### src/rtl/ma_cvxif_pkg.sv
// Shared types and constants for the CV-X-IF matrix-accelerator adapter.
// Queue entries are sized for the widest supported operands (XLEN <= 64, ID_WIDTH <= 16).
package ma_cvxif_pkg;

    localparam logic [6:0]  OPC_CUSTOM0    = 7'h0B;
    localparam int unsigned WB_BIT         = 12;
    localparam int unsigned ENTRY_XLEN_MAX = 64;
    localparam int unsigned ENTRY_ID_MAX   = 16;

    typedef struct packed {
        logic [31:0]               instr;
        logic [ENTRY_XLEN_MAX-1:0] rs1;
        logic [ENTRY_XLEN_MAX-1:0] rs2;
        logic [ENTRY_ID_MAX-1:0]   id;
        logic                      we;
    } cvxif_entry_t;

    function automatic logic is_custom0(input logic [31:0] instr);
        return instr[6:0] == OPC_CUSTOM0;
    endfunction

endpackage

### src/rtl/ma_cvxif_fifo.sv
// Power-of-two command queue with push/pop/flush and full/empty flags.
// The head is read combinationally so a pushed entry is visible the following cycle.
module ma_cvxif_fifo #(
    parameter int unsigned WIDTH = 8,
    parameter int unsigned DEPTH = 4
) (
    input  logic             clk_i,
    input  logic             rst_ni,
    input  logic             flush_i,
    input  logic             push_i,
    input  logic [WIDTH-1:0] push_data_i,
    input  logic             pop_i,
    output logic [WIDTH-1:0] pop_data_o,
    output logic             full_o,
    output logic             empty_o
);

    localparam int unsigned PTR_W = $clog2(DEPTH);
    localparam int unsigned CNT_W = PTR_W + 1;

    logic [WIDTH-1:0] mem_q [DEPTH];
    logic [PTR_W-1:0] wr_ptr_q, wr_ptr_d;
    logic [PTR_W-1:0] rd_ptr_q, rd_ptr_d;
    logic [CNT_W-1:0] count_q, count_d;
    logic             push_ok, pop_ok;

    assign full_o     = (count_q == CNT_W'(DEPTH));
    assign empty_o    = (count_q == '0);
    assign push_ok    = push_i && !full_o;
    assign pop_ok     = pop_i && !empty_o;
    assign pop_data_o = mem_q[rd_ptr_q];

    // Flush has priority over any concurrent push or pop.
    always_comb begin
        wr_ptr_d = wr_ptr_q;
        rd_ptr_d = rd_ptr_q;
        count_d  = count_q;
        if (flush_i) begin
            wr_ptr_d = '0;
            rd_ptr_d = '0;
            count_d  = '0;
        end else begin
            if (push_ok) wr_ptr_d = wr_ptr_q + PTR_W'(1);
            if (pop_ok)  rd_ptr_d = rd_ptr_q + PTR_W'(1);
            count_d = count_q + CNT_W'(push_ok) - CNT_W'(pop_ok);
        end
    end

    always_ff @(posedge clk_i or negedge rst_ni) begin
        if (!rst_ni) begin
            wr_ptr_q <= '0;
            rd_ptr_q <= '0;
            count_q  <= '0;
        end else begin
            wr_ptr_q <= wr_ptr_d;
            rd_ptr_q <= rd_ptr_d;
            count_q  <= count_d;
        end
    end

    always_ff @(posedge clk_i) begin
        if (push_ok && !flush_i) mem_q[wr_ptr_q] <= push_data_i;
    end

endmodule

### src/rtl/ma_cvxif_adapter.sv
// CV-X-IF adapter: decodes custom-0 issues into a command queue and returns completions.
// Define MA_CVXIF_STATS_EN to enable saturating accept/reject issue counters.
module ma_cvxif_adapter
    import ma_cvxif_pkg::*;
#(
    parameter int unsigned XLEN       = 32,
    parameter int unsigned ID_WIDTH   = 4,
    parameter int unsigned FIFO_DEPTH = 4
) (
    input  logic                clk_i,
    input  logic                rst_ni,
    input  logic                issue_valid_i,
    output logic                issue_ready_o,
    input  logic [31:0]         issue_instr_i,
    input  logic [XLEN-1:0]     issue_rs1_i,
    input  logic [XLEN-1:0]     issue_rs2_i,
    input  logic [ID_WIDTH-1:0] issue_id_i,
    output logic                issue_accept_o,
    output logic                issue_writeback_o,
    output logic                cmd_valid_o,
    input  logic                cmd_ready_i,
    output logic [31:0]         cmd_instr_o,
    output logic [XLEN-1:0]     cmd_rs1_o,
    output logic [XLEN-1:0]     cmd_rs2_o,
    output logic [ID_WIDTH-1:0] cmd_id_o,
    output logic                cmd_we_o,
    input  logic                done_valid_i,
    output logic                done_ready_o,
    input  logic [ID_WIDTH-1:0] done_id_i,
    input  logic [XLEN-1:0]     done_data_i,
    input  logic                done_we_i,
    output logic                result_valid_o,
    input  logic                result_ready_i,
    output logic [ID_WIDTH-1:0] result_id_o,
    output logic [XLEN-1:0]     result_data_o,
    output logic                result_we_o,
    input  logic                flush_i,
    output logic [15:0]         stat_accept_o,
    output logic [15:0]         stat_reject_o
);

    localparam int unsigned ENTRY_W = $bits(cvxif_entry_t);

    cvxif_entry_t       tail_entry, head_entry;
    logic [ENTRY_W-1:0] head_bits;
    logic               accept, issue_hs, push, pop, full, empty;
    logic               unused_head;

    always_comb begin
        accept                        = is_custom0(issue_instr_i);
        tail_entry                    = '0;
        tail_entry.instr              = issue_instr_i;
        tail_entry.rs1[XLEN-1:0]      = issue_rs1_i;
        tail_entry.rs2[XLEN-1:0]      = issue_rs2_i;
        tail_entry.id[ID_WIDTH-1:0]   = issue_id_i;
        tail_entry.we                 = accept & issue_instr_i[WB_BIT];
    end

    assign issue_accept_o    = accept;
    assign issue_writeback_o = tail_entry.we;
    assign issue_ready_o     = !full && !flush_i;
    assign issue_hs          = issue_valid_i && issue_ready_o;
    assign push              = issue_hs && accept;
    assign pop               = cmd_valid_o && cmd_ready_i;

    ma_cvxif_fifo #(
        .WIDTH (ENTRY_W),
        .DEPTH (FIFO_DEPTH)
    ) u_fifo (
        .clk_i       (clk_i),
        .rst_ni      (rst_ni),
        .flush_i     (flush_i),
        .push_i      (push),
        .push_data_i (tail_entry),
        .pop_i       (pop),
        .pop_data_o  (head_bits),
        .full_o      (full),
        .empty_o     (empty)
    );

    assign head_entry  = cvxif_entry_t'(head_bits);
    assign cmd_valid_o = !empty;
    assign cmd_instr_o = head_entry.instr;
    assign cmd_rs1_o   = head_entry.rs1[XLEN-1:0];
    assign cmd_rs2_o   = head_entry.rs2[XLEN-1:0];
    assign cmd_id_o    = head_entry.id[ID_WIDTH-1:0];
    assign cmd_we_o    = head_entry.we;
    // Padding bits above XLEN/ID_WIDTH are always zero.
    assign unused_head = ^{head_entry.rs1, head_entry.rs2, head_entry.id};

    // One-entry result register; flush deliberately has no effect here.
    logic                result_valid_q, result_valid_d;
    logic [ID_WIDTH-1:0] result_id_q, result_id_d;
    logic [XLEN-1:0]     result_data_q, result_data_d;
    logic                result_we_q, result_we_d;

    assign done_ready_o = !result_valid_q || result_ready_i;

    always_comb begin
        result_valid_d = result_valid_q;
        result_id_d    = result_id_q;
        result_data_d  = result_data_q;
        result_we_d    = result_we_q;
        if (done_valid_i && done_ready_o) begin
            result_valid_d = 1'b1;
            result_id_d    = done_id_i;
            result_data_d  = done_data_i;
            result_we_d    = done_we_i;
        end else if (result_ready_i) begin
            result_valid_d = 1'b0;
        end
    end

    always_ff @(posedge clk_i or negedge rst_ni) begin
        if (!rst_ni) begin
            result_valid_q <= 1'b0;
            result_id_q    <= '0;
            result_data_q  <= '0;
            result_we_q    <= 1'b0;
        end else begin
            result_valid_q <= result_valid_d;
            result_id_q    <= result_id_d;
            result_data_q  <= result_data_d;
            result_we_q    <= result_we_d;
        end
    end

    assign result_valid_o = result_valid_q;
    assign result_id_o    = result_id_q;
    assign result_data_o  = result_data_q;
    assign result_we_o    = result_we_q;

`ifdef MA_CVXIF_STATS_EN
    logic [15:0] stat_accept_q, stat_accept_d;
    logic [15:0] stat_reject_q, stat_reject_d;

    always_comb begin
        stat_accept_d = stat_accept_q;
        stat_reject_d = stat_reject_q;
        if (issue_hs) begin
            if (accept) begin
                if (stat_accept_q != 16'hFFFF) stat_accept_d = stat_accept_q + 16'd1;
            end else begin
                if (stat_reject_q != 16'hFFFF) stat_reject_d = stat_reject_q + 16'd1;
            end
        end
    end

    always_ff @(posedge clk_i or negedge rst_ni) begin
        if (!rst_ni) begin
            stat_accept_q <= '0;
            stat_reject_q <= '0;
        end else begin
            stat_accept_q <= stat_accept_d;
            stat_reject_q <= stat_reject_d;
        end
    end

    assign stat_accept_o = stat_accept_q;
    assign stat_reject_o = stat_reject_q;
`else
    assign stat_accept_o = 16'h0000;
    assign stat_reject_o = 16'h0000;
`endif

endmodule

### config.mk
export PLATFORM = sky130hd
export DESIGN_NAME = ma_cvxif_adapter
export DESIGN_NICKNAME = d
export VERILOG_FILES = /design/src/rtl/ma_cvxif_pkg.sv /design/src/rtl/ma_cvxif_fifo.sv /design/src/rtl/ma_cvxif_adapter.sv
export SDC_FILE = /design/constraint.sdc
export NUM_CORES = 1
export LEC_CHECK = 0
export ABC_CLOCK_PERIOD_IN_PS = 6700
export CAP_MARGIN = 20
export CORE_MARGIN = 2
export CORE_UTILIZATION = 45
export DETAILED_ROUTE_END_ITERATION = 12
export HOLD_SLACK_MARGIN = 0.1
export PLACE_DENSITY = 0.7
export SLEW_MARGIN = 20
export SYNTH_ARGS = -nofsm -noshare
export SYNTH_HDL_FRONTEND = slang
export SYNTH_SLANG_ARGS = --single-unit
### constraint.sdc
create_clock -name clk_i -period 6.7 [get_ports clk_i]
set_input_delay 1.34 -clock clk_i [delete_from_list [all_inputs] [get_ports clk_i]]
set_output_delay 1.34 -clock clk_i [all_outputs]
set_load 0.005 [all_outputs]
==> metrics.txt, run 1 <==
Nets approximately 1200; Port-buffer cells 287; worst hold path type flop to flop; MaxCap Viol Count 0; CP Class primary input to primary output; Synth Register Bits about 450; Die ar. around 39000 um2; measured slew at the worst slew-check pin about 1.1 ns; # hold bufs at CTS 0; core area ~37000 um2; wire per inst 21.7 um; outcome completed; first-pass GRT wire length about 50 mm; Die W 197 um; leakage around 7.0 nW; Arrival @ worst endpoint around 3.2 ns; Slew headroom 0.296; num ports 320; Worst VDD drop between 150 and 200 uV; endpoints failing hold 0; clock root buffer clkbuf_16; drt drc 0; Cell Area, Synth 16800 um2; CTS clk-pin slew, worst paths ~0.060 ns; endpoints failing setup 0; sequential fraction of the synthesis area 0.789; starting density of the core 0.458; FP Rows 70; clock skew roughly 0.0072 ns; final WL around 33 mm; grt total ovfl 0; setup TNS 0 ns; placed cell count ~1400; RSZ-0062 raised after global routing false; met3 Usage GRT 0.0637; vias in the first global route approximately 8300; setup slack, reg-to-reg about 4.0 ns; Setup WS post-layout around 2.2 ns; DR vias roughly 7800; Tmin final roughly 4.5 ns; chip height around 200 um; Routed Antenna Nets 0; CTS Buf Count 47; DP Worst Slack roughly 2.1 ns; vias per inst about 5.1; Tcrit/Tclk final 0.678; GRT Total Usage 0.169; largest net degree at the start of global routing 74; worst-path fanout max 5; 1st-pass router iterations 4; count of different cell masters after synthesis 30; hpwl dp between 20 and 25 mm; clk_lat worst skew 0.53 ns; fraction of layout cells with a size suffix above 1 0.214; CTS resizes 0; synthesized area per cell roughly 24 um2; M1 GR Usage 0.235; Post-CTS Setup Inserts 0; non-filler instance count after layout between 1500 and 2000; startpoint types primary input; required time of the critical path 5.36 ns; clock sink count ~450; Most Used Layer, Global Route met2; Worst setup EP type primary output; met2 track demand over resource 0.253; Max Slew Vio Count 0; CTS tree yes; H-tree depth 2; Area growth, synth to finish 27.8%; Post-Syn Instances 691; Placer Congestion ~0.74; CTS Buffer Depth 3; initial antenna violation count 3; DRT iter0 DRCs between 300 and 400; Yosys Warn Count 0; Max Fclk 220 MHz; P per Cell Area 326 nW/um2
cell usage after synthesis:
cell type  count  area (um2)
buf_4         38         285
nor2b_1        3        18.8
inv_1          6        22.5
mux2i_1        1        10.0
fa_1           1        20.0
clkbuf_1       3        11.3
nand4_2        1        12.5
buf_12         7         140
xor2_1         2        17.5
buf_2          9        45.0
conb_1         1        3.75
buf_6          1        11.3
o31a_1         1        8.76
nor2_1         5        18.8
buf_8          1        15.0
ha_1           6        75.1
xnor2_1        2        17.5
o311ai_0       1        8.76
dfrtp_1       45        1130
edfxtp_1     404       12100
mux4_2       101        2270
and2_1         5        31.3
nand2_2        1        6.26
and3b_1        1        8.76
nor4b_2        1        15.0
and3_1         1        6.26
or3_1          1        6.26
or3b_1         1        8.76
mux2_2        38         428
nand2b_1       3        18.8
kinds of logic after synthesis:
family	synth area share
and+or+nand+nor	0.00901
AOI/OAI and AO/OA	0.00104
adders and majority gates	0.00566
DFF	0.789
muxes	0.161
xor gates and xnor gates	0.00209
buffers and inverters	0.0316
other	0.000223
worst max-delay path: stages:
cell and delay (ns):
clkdlybuf4s50_1 0.49, nor4b_2 0.49, and3_1 0.32, clkdlybuf4s50_1 0.55
flip-flops by register name (all words and copies together), names as in the netlist:
register,cells
u_fifo.wr_ptr_q,2
u_fifo.rd_ptr_q,2
result_id_o,4
u_fifo.count_q,3
u_fifo.mem_q,404
result_valid_o,1
result_we_o,1
result_data_o,32
report_power, final:
part	switching, mW	leakage [nW]	total, mW	internal (mW)
logic	0.483	2.14	1.36	0.878
clock network	1.01	0.725	2.46	1.45
registers	0.0827	4.16	3.18	3.10
stage by stage:
stage                     power, mW   util  cell area [um2]  hold slack [ns]
after floorplan                4.01      -            16900            0.500
after global placement         4.63  0.545            20000            0.487
after detailed placement       4.64  0.545            20000            0.493
after CTS                      7.11  0.585            21500            0.508
after global routing           7.30  0.585            21500            0.516
final                          7.00  0.585            21500            0.506
layer usage:
layer,routed length [um],up-vias
met2,15300,303
met1,13800,3988
met5,26,-
met4,560,4
met3,3160,46
li1,-,3448
path summary, 6_finish.rpt:
| check | start | endpoint | cells past startpoint |
|---|---|---|---|
| worst min-delay path | result_data_o[6]$_DFFE_PN0P_ | result_data_o[6]$_DFFE_PN0P_ | 1 |
| worst max-delay path | issue_instr_i[5] | issue_writeback_o | 4 |
| min in group asynchronous | rst_ni | result_data_o[18]$_DFFE_PN0P_ | 1 |
| max in group asynchronous | rst_ni | u_fifo.rd_ptr_q[1]$_DFFE_PN0P_ | 1 |
| worst max register to register | u_fifo.count_q[1]$_DFF_PN0_ | u_fifo.mem_q[3][56]$_DFFE_PP_ | 5 |
| worst min register to register | result_data_o[6]$_DFFE_PN0P_ | result_data_o[6]$_DFFE_PN0P_ | 1 |
area by class of cell:
cell class | instances | area [um2]
Antenna cell | 2 | 5.00
Clock buffer | 57 | 1260
Clock inverter | 29 | 228
Tap cell | 468 | 586
Multi-Input combinational cell | 208 | 3140
Timing Repair Buffer | 296 | 2980
Sequential cell | 449 | 13300
Inverter | 6 | 22.5
Fill cell | 2643 | 15200
layout by cell type (no fill, tap or decap), types with 2 or more instances in the layout:
| master | instances |
|---|---|
| ha_1 | 6 |
| inv_1 | 6 |
| and2_4 | 4 |
| nand2b_1 | 3 |
| clkdlybuf4s50_1 | 286 |
| conb_1 | 32 |
| clkinv_1 | 12 |
| dfrtp_1 | 43 |
| buf_4 | 7 |
| bufinv_16 | 3 |
| diode_2 | 2 |
| clkbuf_16 | 49 |
| nor2b_1 | 3 |
| mux4_2 | 101 |
| clkinv_4 | 2 |
| xnor2_1 | 2 |
| xor2_1 | 2 |
| clkinvlp_4 | 2 |
| edfxtp_1 | 404 |
| buf_12 | 3 |
| clkbuf_1 | 8 |
| nor2_1 | 5 |
| clkinv_2 | 8 |
| mux2_2 | 38 |
| dfrtp_4 | 2 |
No activity file was read; power rests on OpenSTA's default activity.
==> inputs of run 2 (changes only) <==
--- a/config.mk
+++ b/config.mk
@@ -5,7 +5,7 @@
 export SDC_FILE = /design/constraint.sdc
 export NUM_CORES = 1
 export LEC_CHECK = 0
-export ABC_CLOCK_PERIOD_IN_PS = 6700
+export ABC_CLOCK_PERIOD_IN_PS = 4200
 export CAP_MARGIN = 20
 export CORE_MARGIN = 2
 export CORE_UTILIZATION = 45
==> constraint.sdc (replaced) <==
create_clock -name clk_i -period 4.2 [get_ports clk_i]
set_input_delay 0.84 -clock clk_i [delete_from_list [all_inputs] [get_ports clk_i]]
set_output_delay 0.84 -clock clk_i [all_outputs]
set_load 0.005 [all_outputs]
==> run 2 against run 1 <==
Sequential share of layout area shrank 0.66 points. Clock-buffer cell count grew 3. Setup slack lost 1.5 ns. Final cell count grew 0.73%. Non-clock buffer count grew 10. Critical path type is now flop to primary output. Largest cell class unchanged. Largest power group unchanged.
==> metrics.txt, run 2 (same netlist as run 1, synthesis figures left out) <==
Tmin final ~3.5 ns; Tcrit/Tclk final 0.844; P per Cell Area ~520 nW/um2; Critical-path top delay cell mux4_2; GRT Total Usage 0.174; leading cell type in the layout, fill and taps excluded edfxtp_1; first-pass GRT wire length around 50 mm; CTS clk-pin slew, worst paths roughly 0.060 ns; Die ar. 38900 um2; grt total ovfl 0; commonest cells after routing, fill and taps aside edfxtp_1, clkdlybuf4s50_1, mux4_2; FF-to-FF Start u_fifo.count_q[1]$_DFF_PN0_; CP Cell Sequence buf_4 > mux4_2 > clkdlybuf4s50_1; DRT iter0 DRCs 420; number of fill cells in the layout ~2700; setup TNS 0 ns; Placer Congestion between 0.7 and 0.8; CTS Buf Count 47; DR vias 7872; num ports 320; starting density of the core 0.458; vias in the first global route about 8500; worst-path fanout max 23; startpoint types flop; Arrival @ worst endpoint about 2.7 ns; cell family with most CP delay buffers and inverters; Max Fclk 282 MHz; DP Worst Slack between 0.6 and 0.7 ns; Hold Slack around 0.28 ns; Post-CTS Setup Inserts 0; WP buf/inv 2; measured slew at the worst slew-check pin about 0.85 ns; CP Class flop to primary output; endpoints failing setup 0; MaxCap Viol Count 0; final WL between 30 and 40 mm; RSZ-0062 raised after global routing false; vias per inst 5.16; FP Rows 70; initial antenna violation count 1; Routed Antenna Nets 0; clock root buffer clkbuf_16; Port-buffer cells ~290; Max Slew Vio Count 0; non-filler instance count after layout 1526; Slew headroom 0.432; Setup WS post-layout 0.656 ns; Worst VDD drop around 360 uV; chip height 197 um; Area growth, synth to finish 29.2%; endpoints failing hold 0; 1st-pass router iterations 4; Reg with most FFs u_fifo.mem_q; required time of the critical path ~3.4 ns; R2R cell count 5; CTS tree yes; wire per inst ~22 um; setup slack, reg-to-reg 2.07 ns; Crit Reg-Reg Endpoint u_fifo.mem_q[0][20]$_DFFE_PP_; leakage just over 7 nW; H-tree depth 2; CTS Buffer Depth 3; clock sink count about 450; Nets between 1000 and 1500; Die W around 200 um; # hold bufs at CTS 0; placed cell count about 1400; clk_lat worst skew around 0.57 ns; largest net degree at the start of global routing 46; max reg flops slightly above 400; hpwl dp 21.3 mm; Worst setup EP type primary output; slowest stage delay, CP 0.60 ns; outcome completed; fraction of layout cells with a size suffix above 1 0.221; drt drc 0; worst hold path type primary input to async pin; CTS resizes 0; clock skew between 0.015 and 0.02 ns; core area 36700 um2
-- run 2: changes by cell type in the layout (fill, tap and decap cells not counted), sizes merged --
cell      delta
clkbuf       +3
diode        -1
clkinv       -4
bufinv       +2
inv          +2
clkinvlp     -1
buf         +10
-- run 2: cell type report --
cell class              count  area, um2  area share
diodes                      1       2.50    0.000115
clock buffers              60       1220      0.0564
clock inverters            28        282      0.0130
inverters                   6       22.5     0.00104
multi-input cells         208       3140       0.145
flip-flops and latches    449      13300       0.611
well taps                 468        586      0.0270
repair buffers            306       3190       0.147
-- run 2: worst register-to-register path: stages, from the launching register on --
cell and delay [ns]:
dfrtp_1 0.46, or3b_1 0.19, nand4_2 0.14, inv_1 0.18
and2_4 0.48, buf_4 0.35
-- run 2: worst max-delay path by stage --
stage | from | to | depth (start not counted)
after floorplan | issue_instr_i[5] | u_fifo.mem_q[0][0]$_DFFE_PP_ | 4
after global placement | issue_instr_i[5] | issue_writeback_o | 4
after detailed placement | issue_instr_i[4] | issue_writeback_o | 4
after CTS | u_fifo.rd_ptr_q[0]$_DFFE_PN0P_ | cmd_instr_o[2] | 3
after global routing | u_fifo.rd_ptr_q[0]$_DFFE_PN0P_ | cmd_instr_o[2] | 3
final | u_fifo.rd_ptr_q[0]$_DFFE_PN0P_ | cmd_instr_o[2] | 3
-- run 2: metrics by stage --
step / util / power [mW] / cell area, um2
CTS: 0.592 / 11.5 / 21700
finish: 0.592 / 11.3 / 21700
floorplan: - / 6.39 / 16900
detailed placement: 0.550 / 7.42 / 20200
global route: 0.592 / 11.8 / 21700
global placement: 0.550 / 7.40 / 20200
-- run 2: routing by layer --
layer	global-route usage	part of all wire	up-vias
met5	0	0.00039	-
met4	0.0540	0.018	2
met3	0.0570	0.089	41
met2	0.272	0.47	303
met1	0.234	0.42	4071
li1	-	-	3455
-- run 2: power by group --
part	leakage [nW]	internal [mW]	switching, mW
clock	0.735	2.38	1.64
combinational	2.22	1.43	0.805
sequential	4.16	4.94	0.0995
